**src/rtl/uart_servo_cmd_decoder_pkg.sv**
```systemverilog
// Shared definitions for the framed servo command decoder:
// default sync marker, error codes, FSM states and the angle clamp helper.
package uart_servo_cmd_decoder_pkg;

    localparam logic [7:0] SYNC_BYTE_DEFAULT = 8'hA5;

    typedef enum logic [1:0] {
        ERR_NONE = 2'b00,
        ERR_CSUM = 2'b01,
        ERR_ID   = 2'b10,
        ERR_TMO  = 2'b11
    } err_code_e;

    typedef enum logic [1:0] {
        S_SYNC  = 2'b00,
        S_ID    = 2'b01,
        S_ANGLE = 2'b10,
        S_CHECK = 2'b11
    } state_e;

    // Unsigned clamp of a requested angle into [lo, hi].
    function automatic logic [7:0] clamp_angle(input logic [7:0] a,
                                               input logic [7:0] lo,
                                               input logic [7:0] hi);
        if (a < lo) begin
            return lo;
        end else if (a > hi) begin
            return hi;
        end else begin
            return a;
        end
    endfunction

endpackage

```
**src/rtl/uart_servo_cmd_decoder.sv**
```systemverilog
// Framed servo command decoder: sync / id / angle / xor-checksum frames from a
// byte-strobe stream, with inter-byte timeout, clamping and per-frame status.
module uart_servo_cmd_decoder
    import uart_servo_cmd_decoder_pkg::*;
#(
    parameter int unsigned N_MOTORS       = 6,
    parameter logic [7:0]  SYNC_BYTE      = SYNC_BYTE_DEFAULT,
    parameter int unsigned TIMEOUT_CYCLES = 50000,
    parameter int unsigned ANGLE_MIN      = 0,
    parameter int unsigned ANGLE_MAX      = 180,
    parameter int unsigned ANGLE_RESET    = 90
) (
    input  logic                    clk,
    input  logic                    rst_n,
    input  logic [7:0]              rx_data,
    input  logic                    rx_valid,
    output logic [8*N_MOTORS-1:0]   angles,
    output logic                    upd_valid,
    output logic [7:0]              upd_id,
    output logic                    frame_err,
    output logic [1:0]              err_code,
    output logic [15:0]             frame_cnt
);

    localparam int unsigned TW = $clog2(TIMEOUT_CYCLES);
    localparam logic [TW-1:0] TMO_LAST = TW'(TIMEOUT_CYCLES - 1);

    state_e          state_q, state_d;
    logic [7:0]      id_q, id_d;
    logic [7:0]      ang_q, ang_d;
    logic [TW-1:0]   tmo_q, tmo_d;
    logic [7:0]      angles_q [N_MOTORS];
    logic [7:0]      angles_d [N_MOTORS];
    logic            upd_valid_q, upd_valid_d;
    logic [7:0]      upd_id_q, upd_id_d;
    logic            frame_err_q, frame_err_d;
    err_code_e       err_q, err_d;
    logic [15:0]     cnt_q, cnt_d;
    logic [7:0]      ang_clamped;

    assign ang_clamped = clamp_angle(ang_q, 8'(ANGLE_MIN), 8'(ANGLE_MAX));

    // Next-state logic: frame parsing, validation, commit and timeout.
    always_comb begin
        state_d     = state_q;
        id_d        = id_q;
        ang_d       = ang_q;
        tmo_d       = tmo_q;
        upd_valid_d = 1'b0;
        upd_id_d    = upd_id_q;
        frame_err_d = 1'b0;
        err_d       = err_q;
        cnt_d       = cnt_q;
        for (int unsigned k = 0; k < N_MOTORS; k++) begin
            angles_d[k] = angles_q[k];
        end

        if (state_q == S_SYNC) begin
            tmo_d = '0;
            if (rx_valid && rx_data == SYNC_BYTE) begin
                state_d = S_ID;
            end
        end else if (rx_valid) begin
            // A byte in the expiry cycle is accepted, so it is tested first.
            tmo_d = '0;
            unique case (state_q)
                S_ID: begin
                    id_d    = rx_data;
                    state_d = S_ANGLE;
                end
                S_ANGLE: begin
                    ang_d   = rx_data;
                    state_d = S_CHECK;
                end
                S_CHECK: begin
                    state_d = S_SYNC;
                    if (rx_data != (id_q ^ ang_q)) begin
                        frame_err_d = 1'b1;
                        err_d       = ERR_CSUM;
                    end else if (32'(id_q) >= N_MOTORS) begin
                        frame_err_d = 1'b1;
                        err_d       = ERR_ID;
                    end else begin
                        upd_valid_d = 1'b1;
                        upd_id_d    = id_q;
                        cnt_d       = cnt_q + 16'd1;
                        for (int unsigned k = 0; k < N_MOTORS; k++) begin
                            if (id_q == 8'(k)) begin
                                angles_d[k] = ang_clamped;
                            end
                        end
                    end
                end
                default: state_d = S_SYNC;
            endcase
        end else if (tmo_q == TMO_LAST) begin
            state_d     = S_SYNC;
            tmo_d       = '0;
            id_d        = '0;
            ang_d       = '0;
            frame_err_d = 1'b1;
            err_d       = ERR_TMO;
        end else begin
            tmo_d = tmo_q + TW'(1);
        end
    end

    // State and registered outputs; async reset drops any partial frame.
    always_ff @(posedge clk or negedge rst_n) begin
        if (!rst_n) begin
            state_q     <= S_SYNC;
            id_q        <= '0;
            ang_q       <= '0;
            tmo_q       <= '0;
            upd_valid_q <= 1'b0;
            upd_id_q    <= '0;
            frame_err_q <= 1'b0;
            err_q       <= ERR_NONE;
            cnt_q       <= '0;
            for (int unsigned k = 0; k < N_MOTORS; k++) begin
                angles_q[k] <= 8'(ANGLE_RESET);
            end
        end else begin
            state_q     <= state_d;
            id_q        <= id_d;
            ang_q       <= ang_d;
            tmo_q       <= tmo_d;
            upd_valid_q <= upd_valid_d;
            upd_id_q    <= upd_id_d;
            frame_err_q <= frame_err_d;
            err_q       <= err_d;
            cnt_q       <= cnt_d;
            for (int unsigned k = 0; k < N_MOTORS; k++) begin
                angles_q[k] <= angles_d[k];
            end
        end
    end

    // Flatten the angle registers onto the output bus, motor k at [8k+7:8k].
    always_comb begin
        angles = '0;
        for (int unsigned k = 0; k < N_MOTORS; k++) begin
            angles[8*k +: 8] = angles_q[k];
        end
    end

    assign upd_valid = upd_valid_q;
    assign upd_id    = upd_id_q;
    assign frame_err = frame_err_q;
    assign err_code  = err_q;
    assign frame_cnt = cnt_q;

endmodule

```
**config.mk**
```make
export PLATFORM = sky130hd
export DESIGN_NAME = uart_servo_cmd_decoder
export DESIGN_NICKNAME = d
export VERILOG_FILES = /design/src/rtl/uart_servo_cmd_decoder_pkg.sv /design/src/rtl/uart_servo_cmd_decoder.sv
export SDC_FILE = /design/constraint.sdc
export NUM_CORES = 1
export LEC_CHECK = 0
export CAP_MARGIN = 20
export CORE_ASPECT_RATIO = 2
export CORE_MARGIN = 1
export CORE_UTILIZATION = 56
export DETAILED_ROUTE_END_ITERATION = 6
export GPL_ROUTABILITY_DRIVEN = 0
export HOLD_SLACK_MARGIN = 0.15
export PLACE_DENSITY = 0.95
export SLEW_MARGIN = 5
export SYNTH_ARGS = -nofsm -noshare
export SYNTH_HDL_FRONTEND = slang
export SYNTH_SLANG_ARGS = --single-unit
```
**constraint.sdc**
```tcl
create_clock -name clk -period 6.3 [get_ports clk]
set_clock_uncertainty 0.2 [all_clocks]
set_input_delay 0.63 -clock clk [delete_from_list [all_inputs] [get_ports clk]]
set_output_delay 0.63 -clock clk [all_outputs]
set_load 0.1 [all_outputs]
```
==> flow_summary.json <==
{
  "min_path_cells": 1,
  "final_layout_size_suffix_gt1_share_pct": 25.1,
  "htreeDepth": 3,
  "wl_met3_um": 581,
  "required_ns": 6.34,
  "period_minus_slack_ns": 3.53,
  "finalPower_w": 0.00201,
  "antenna_found_initial": 0,
  "ys_top_cells_by_count": "86 x dfrtp_1, 52 x mux2_2, 27 x nor2_1, 24 x dfstp_2, 19 x xor2_1",
  "ir_drop_v": 0.000376,
  "setup_viol": 0,
  "end_kind": "flop",
  "r2r_cells": 6,
  "p_leak_nw": 2.92,
  "antenna_cells": 0,
  "fin_cells": 585,
  "yosys_register_bits": 110,
  "hold_viol": 0,
  "synth.top_cell.area_share_pct": 42.0,
  "nNetsFinal": 494,
  "post-synth-top-count-cell": "dfrtp_1",
  "synth_flop_cell": "dfrtp_1",
  "vias": 3492,
  "core.rowCount": 49,
  "area.growth.synth_to_final_pct": 23.5,
  "grt_start_max_net_pins": 79,
  "crit_path_start_kind": "input pin",
  "drtAntennaViolNets": 0,
  "syn-cell-area_um2": 5130,
  "fp.dieH_um": 137,
  "ys_seq_area_share_pct": 54.3,
  "firstDrtPassIters": 4,
  "worstHoldPathType": "reg2reg",
  "worstSetupPathType": "in2reg",
  "ys_warn_count": 0,
  "grt_pass1_vias": 3680,
  "n_fill_cell": 575,
  "met1_length_um": 4270,
  "netlist.top_cell.by_area": "dfrtp_1",
  "syn-num-nets": 410,
  "drv_slew": 0,
  "holdWs_ns": 0.285,
  "synth_edf_count": 0,
  "async_reset_ff_share_pct": 100,
  "power_density_nw_per_um2": 317,
  "dp_cells": 568,
  "worstPathMaxFanout": 15,
  "maxSlewHeadroom_pct": 32.9,
  "synth.distinct_cells": 44,
  "finalCritPeriodShare_pct": 56.0,
  "finalWirelength_um": 12000,
  "syn_area_per_cell_um2": 13.0,
  "rsz0062_at_grt": "no",
  "multiInputGateArea_um2": 2230,
  "cts_tree": "built",
  "drcViolationCount": 0,
  "clk-insertion-delay-late_ns": 0.36,
  "ios": 87,
  "setup_tns_ns": 0,
  "synth_area_leaders": "dfrtp_1 42%, dfstp_2 12%, mux2_2 11%",
  "drt-initial-drc-count": 330,
  "grt_overflow": 0,
  "cts_root_buffer": "clkbuf_16",
  "die-area_um2": 9570,
  "fp.dieW_um": 69.7,
  "arrival_ns": 3.56,
  "cts_buffer_depth": 2,
  "route.met2.wl_um": 6710,
  "place_area_um2": 6040,
  "via_per_inst": 5.97,
  "maxCapViolations": 0,
  "timing.fmax_ghz": 0.284,
  "cts.sinks": 110,
  "regArea_um2": 2780,
  "tightestPinTransition_ns": 1.00,
  "wl_per_cell_um": 20.5,
  "coreArea_um2": 8950,
  "port_buffers": 86,
  "top_layer": "met4",
  "post-route-cell-area_um2": 6340,
  "start_util_pct": 57.3,
  "clk_pin_slew_ns": 0.07,
  "numCtsBuffers": 9,
  "syn_inst": 394,
  "dp_hpwl_um": 8520,
  "grt_pass1_wl_um": 19200,
  "grt.total_usage_pct": 26.5,
  "cts_resized": 0,
  "status": "complete, no violations"
}
## logic make-up after synthesis
kind of cell / synth area share [%]
flip-flops: 54.3
XOR/XNOR: 8.47
multiplexers: 16.7
adder cells (fa/ha/maj): 1.22
AND/OR/NAND/NOR: 14.9
buffers and inverters: 2.32
AO/OA/AOI/OAI: 2.15
## cell type report
class	count	area share, %
Sequential cell	110	43.9
Inverter	10	0.592
Tap cell	102	2.01
Clock buffer	11	3.83
Timing Repair Buffer	88	13.8
Clock inverter	5	0.671
Multi-Input combinational cell	259	35.2
## cells in the final DEF (no fill, tap or decap), types with 3 or more instances in the layout
cell	n
xor2_1	19
mux2i_1	3
mux2_4	16
xnor3_1	8
dfstp_2	24
dfrtp_1	86
and2_1	17
clkbuf_16	9
ha_1	5
a31oi_1	4
nand3_1	10
clkdlybuf4s50_1	85
xnor2_1	10
nor4_4	3
nor3_1	9
nand4_1	14
o21ai_0	4
inv_1	9
nand2_1	14
nor4_1	8
nand2b_1	4
a21oi_1	3
and3_1	8
nor2_1	27
mux2_2	52
## per-layer routing
| metal | global-route usage, % | vias up |
|---|---|---|
| li1 | - | 1555 |
| met1 | 28.5 | 1761 |
| met2 | 49.1 | 140 |
| met3 | 5.12 | 36 |
| met4 | 13.1 | 0 |
| met5 | 0 | - |
## per-stage QoR
step / setup WS, ns / utilization [%]
6_report: 2.77 / 70.8
5_1_grt: 2.66 / 70.8
4_1_cts: 2.86 / 70.8
3_5_place_dp: 2.52 / 67.5
3_3_place_gp: 2.68 / 67.5
2_1_floorplan: 3.71 / -
## what timing repair did
| item | CTS | global route |
|---|---|---|
| hold buffers | 1 | 0 |
| buffers inserted | 0 | 0 |
| endpoints found under the hold margin | 20 | 0 |
## sequential cells by signal, indices dropped and copies added, names as in the netlist
register,count
ang_q,8
angles,48
err_code,2
frame_cnt,16
frame_err,1
id_q,8
state_q,2
tmo_q,16
upd_id,8
upd_valid,1
## worst max-delay path, cell delays in order
cell	delay (ns)
clkdlybuf4s50_1	0.80
inv_1	0.20
nor2_1	0.65
nand3_1	0.17
or4_1	0.70
mux2_4	0.39
## worst paths after layout
path	from	end	slack, ns
max	rx_valid	angles[24]$_DFFE_PN0P_	2.77
max in group asynchronous	rst_n	ang_q[0]$_DFFE_PN0P_	4.03
min reg2reg	upd_id[3]$_DFFE_PN0P_	upd_id[3]$_DFFE_PN0P_	0.28
min in group asynchronous	rst_n	frame_cnt[15]$_DFFE_PN0P_	0.55
max reg2reg	state_q[1]$_DFFE_PN0P_	angles[24]$_DFFE_PN0P_	3.23
min	upd_id[3]$_DFFE_PN0P_	upd_id[3]$_DFFE_PN0P_	0.28
## power breakdown
group          leakage (nW)  internal, W  switching, W  total [W]
combinational          1.37     0.000232      0.000337   0.000568
clock                 0.137     0.000284      0.000262   0.000546
sequential             1.41     0.000777      0.000116   0.000893
total                  2.92      0.00129      0.000715    0.00201
Note: power is estimated with default switching activity, not from simulation.
==> patch 1: new RTL, same settings <==
The output `upd_valid` loses its register stage (`upd_valid_q` becomes a continuous assignment).
--- a/src/rtl/uart_servo_cmd_decoder.sv
+++ b/src/rtl/uart_servo_cmd_decoder.sv
@@ -114,3 +114,2 @@
             tmo_q       <= '0;
-            upd_valid_q <= 1'b0;
             upd_id_q    <= '0;
@@ -127,3 +126,2 @@
             tmo_q       <= tmo_d;
-            upd_valid_q <= upd_valid_d;
             upd_id_q    <= upd_id_d;
@@ -137,2 +135,4 @@
     end
+
+    assign upd_valid_q = upd_valid_d;
 
Behaviour: not the same (Yosys sat finds a counterexample within 4 cycles, from zero or initial values and one cycle with rst_n low).
==> patch 1 against the unedited design <==
- final area rose by 0.28%
- sequential cell count fell by 1
- global-route usage barely moved
- core utilization rose by 0.69 points
- register-to-register slack worse by 0.02 ns
- power is 2.4% higher
- largest cell class unchanged
- first-iteration DRC count fell by 28%
- routed wire length shrank 0.65%
- setup slack got worse by 0.75 ns
- synthesized area down 0.49%
==> patch 1: results <==
group,metric,value,unit
worst_setup_path,critPathMaxFanout,23,
hold_path,hp-class,"register to register",
clock_network,htreeDepth,3,
logic_synthesis,synth_commonest_cells,"85 x dfrtp_1, 52 x mux2_2, 27 x nor2_1",
final_layout,diodes,0,
grt,grt_max_degree,75,
pwr,vdd_drop_max,0.324,mV
sta,worst_pin_slew,1.02,ns
placement,port_buffers,86,
grt,antenna_found_initial,0,
route,dr.pass1.iters,5,
route,viasPerCell,5.94,
clock_network,clk_pin_slew,0.07,ns
clock_network,cts-buffers-inserted,9,
clock_network,post_cts_buffers,0,
placement,hpwl,8500,um
logic_synthesis,yosysUniqueCellTypes,44,
logic_synthesis,ys_seq_area_share,54.0,%
grt,grt_first_pass_wirelength,18900,um
final_layout,drive_gt1_share,25.3,%
route,wl_per_cell,20.4,um
placement,dp.cells,567,
final_layout,fin_cells,584,
run_status,status,"finished clean",
clock_network,insertion_delay,0.35,ns
logic_synthesis,ys_top_cells_by_area,"dfrtp_1 42%, dfstp_2 12%, mux2_2 11%",
pwr,p_leak,2.92,nW
grt,grt_pass1_vias,3574,
final_layout,largest_register_ffs,48,
worst_setup_path,crit_arrival,3.44,ns
placement,place_area,0.00602,mm2
logic_synthesis,synth_async_sr_flop_share,100,%
route,drt_iter0_drc,237,
grt,grt_usage,26.5,%
clock_network,root_buffer,"clkbuf_16",
logic_synthesis,syn_nets,409,
final_layout,final_nets,493,
logic_synthesis,synth_top_cell_area_share,41.7,%
logic_synthesis,syn-mean-instance-area,13.0,um2
final_layout,fillers,571,
clock_network,cts.path.max_buffers,2,
logic_synthesis,ys.warnings.count,0,
## patch 1: cell types whose count changed after synthesis, sizes merged
cell / change
dfrtp: -1
## patch 1: worst max-delay path, stage by stage
cell             delay (ns)
clkdlybuf4s50_1        0.47
xnor3_1                0.39
and4_4                 0.25
nand2_4                0.17
nor4_1                 0.33
clkdlybuf4s50_1        1.19
## patch 1: cells by family after synthesis
kind of cell               count (synthesis)  share of synthesized area [%]
and+or+nand+nor                          129                           15.0
DFF                                      109                           54.0
muxes                                     71                           16.8
xor gates and xnor gates                  37                           8.51
buffers and inverters                     25                           2.33
AOI/OAI and AO/OA                         17                           2.16
adders and majority gates                  5                           1.23
## patch 1: stage by stage
step	setup WS, ns	util, %
floorplan	0.935	-
global placement	2.06	67.7
detailed placement	2.04	67.7
CTS	2.01	71.5
global route	1.94	71.5
finish	2.03	71.5
## patch 1: area by class of cell
type / instances / area share [%]
Inverter: 10 / 0.591
Sequential cell: 109 / 43.4
Tap cell: 102 / 2.01
Clock inverter: 7 / 1.61
Multi-Input combinational cell: 259 / 35.1
Timing Repair Buffer: 88 / 13.8
Clock buffer: 9 / 3.54
## patch 1: per-layer routing
layer	vias to the layer above	GRT usage, %	share of wire (%)
met5	-	0	0
met4	0	11.6	2.7
met3	27	5.60	4.3
met2	126	48.9	57
met1	1757	28.9	36
li1	1559	-	-
## patch 1: repair_timing
| item | 4_1_cts | 5_1_grt |
|---|---|---|
| hold endpoints to repair | 29 | 0 |
| resized for setup | 0 | 0 |
| hold buffers | 1 | 0 |
| endpoints found under the setup margin | 0 | 0 |
## patch 1: worst paths after layout
check | startpoint | endpoint | slack, ns | cells after the start
min in group asynchronous | rst_n | upd_id[7] | 0.56 | 2
max in group asynchronous | rst_n | angles[15] | 4.07 | 3
hold reg to reg | frame_cnt[15] | frame_cnt[15] | 0.27 | 1
setup / recovery | rx_data[2] | upd_valid | 2.03 | 6
setup reg to reg | state_q[1] | angles[29] | 3.21 | 6
hold / removal | frame_cnt[15] | frame_cnt[15] | 0.27 | 1
## patch 1: where the power goes
part	switching (mW)	internal, mW
Clock	0.263	0.354
Combinational	0.330	0.232
Sequential	0.106	0.771
==> patch 2: new RTL, config.mk and constraints unchanged <==
Made on the original files. `TIMEOUT_CYCLES`: 50000 -> 12500.
--- a/src/rtl/uart_servo_cmd_decoder.sv
+++ b/src/rtl/uart_servo_cmd_decoder.sv
@@ -7,3 +7,3 @@
     parameter logic [7:0]  SYNC_BYTE      = SYNC_BYTE_DEFAULT,
-    parameter int unsigned TIMEOUT_CYCLES = 50000,
+    parameter int unsigned TIMEOUT_CYCLES = 12500,
     parameter int unsigned ANGLE_MIN      = 0,
Behaviour: same outputs for any inputs over 4 cycles, from zero or initial values and one cycle with rst_n low; that may be too few to reach the edited logic, so the function may still have changed.
==> patch 2 against the unedited design <==
- synthesized area down 4.2%
- global-route usage up 1.3 points
- routed wire length decreased by 4.7%
- core utilization up 0.40 points
- hold slack got worse by 0.016 ns
- setup slack got worse by 0.091 ns
- final area down 3.5%
- power decreased by 9.4%
- sequential cell count down 2
- critical endpoint is now frame_cnt[1]
==> patch 2: results <==
group,metric,value,unit
route,viasPerCell,5.83,
logic_synthesis,synth-compound-area-share,3.69,%
final_layout,nClkBuffers,9,
run_status,status,"finished clean",
die,die_x,68.2,um
hold_path,min_delay_worst_endpoint,"tmo_q[0]",
logic_synthesis,muxShareOfSynthArea,11.9,%
worst_setup_path,r2r_end,"frame_cnt[1]",
final_layout,fin_cells,594,
logic_synthesis,syn_nets,423,
pwr,vdd_drop_max,0.215,mV
grt,grt_max_degree,61,
route,dr.pass1.iters,5,
grt,grt_use_met3,5.57,%
final_layout,multi_input_area,0.00206,mm2
worst_setup_path,r2r_start,"id_q[2]",
logic_synthesis,synthAdderAreaFrac,1.27,%
placement,dpl_worst_slack,2.34,ns
grt,grt_usage,27.8,%
hold_path,min_from,"tmo_q[0]",
worst_setup_path,crit_arrival,3.66,ns
final_layout,flops_and_latches,108,
grt,grt_pass1_vias,3807,
worst_setup_path,r2r_setup_slack,3.02,ns
logic_synthesis,netlist_instances,407,
route,route.met3.wl,642,um
final_layout,fillers,598,
worst_setup_path,crit_slowest_cell,"or4_1",
final_layout,final_nets,505,
-- patch 2: cell types whose count changed in the layout (fill, tap and decap cells not counted), moves of 9 or more --
cell	change
o21ai_0	+17
nand2_1	+34
mux2_4	-16
and2_1	-13
nand4_1	-9
nor4_2	+9
-- patch 2: power breakdown --
group / switching (mW) / internal, mW / leakage (nW)
combinational: 0.262 / 0.157 / 1.21
clock: 0.263 / 0.274 / 0.143
sequential: 0.109 / 0.755 / 1.40
total: 0.633 / 1.19 / 2.75
-- patch 2: worst max path at each step --
stage / from / endpoint / slack [ns] / cells after the start
after floorplan: rx_data[2] / upd_id[0] / 3.59 / 7
after global placement: rx_valid / frame_cnt[1] / 2.50 / 5
after detailed placement: rx_valid / frame_cnt[1] / 2.34 / 5
after CTS: rx_valid / frame_cnt[1] / 2.70 / 5
after global routing: rx_valid / frame_cnt[1] / 2.56 / 5
final: rx_valid / frame_cnt[1] / 2.68 / 5
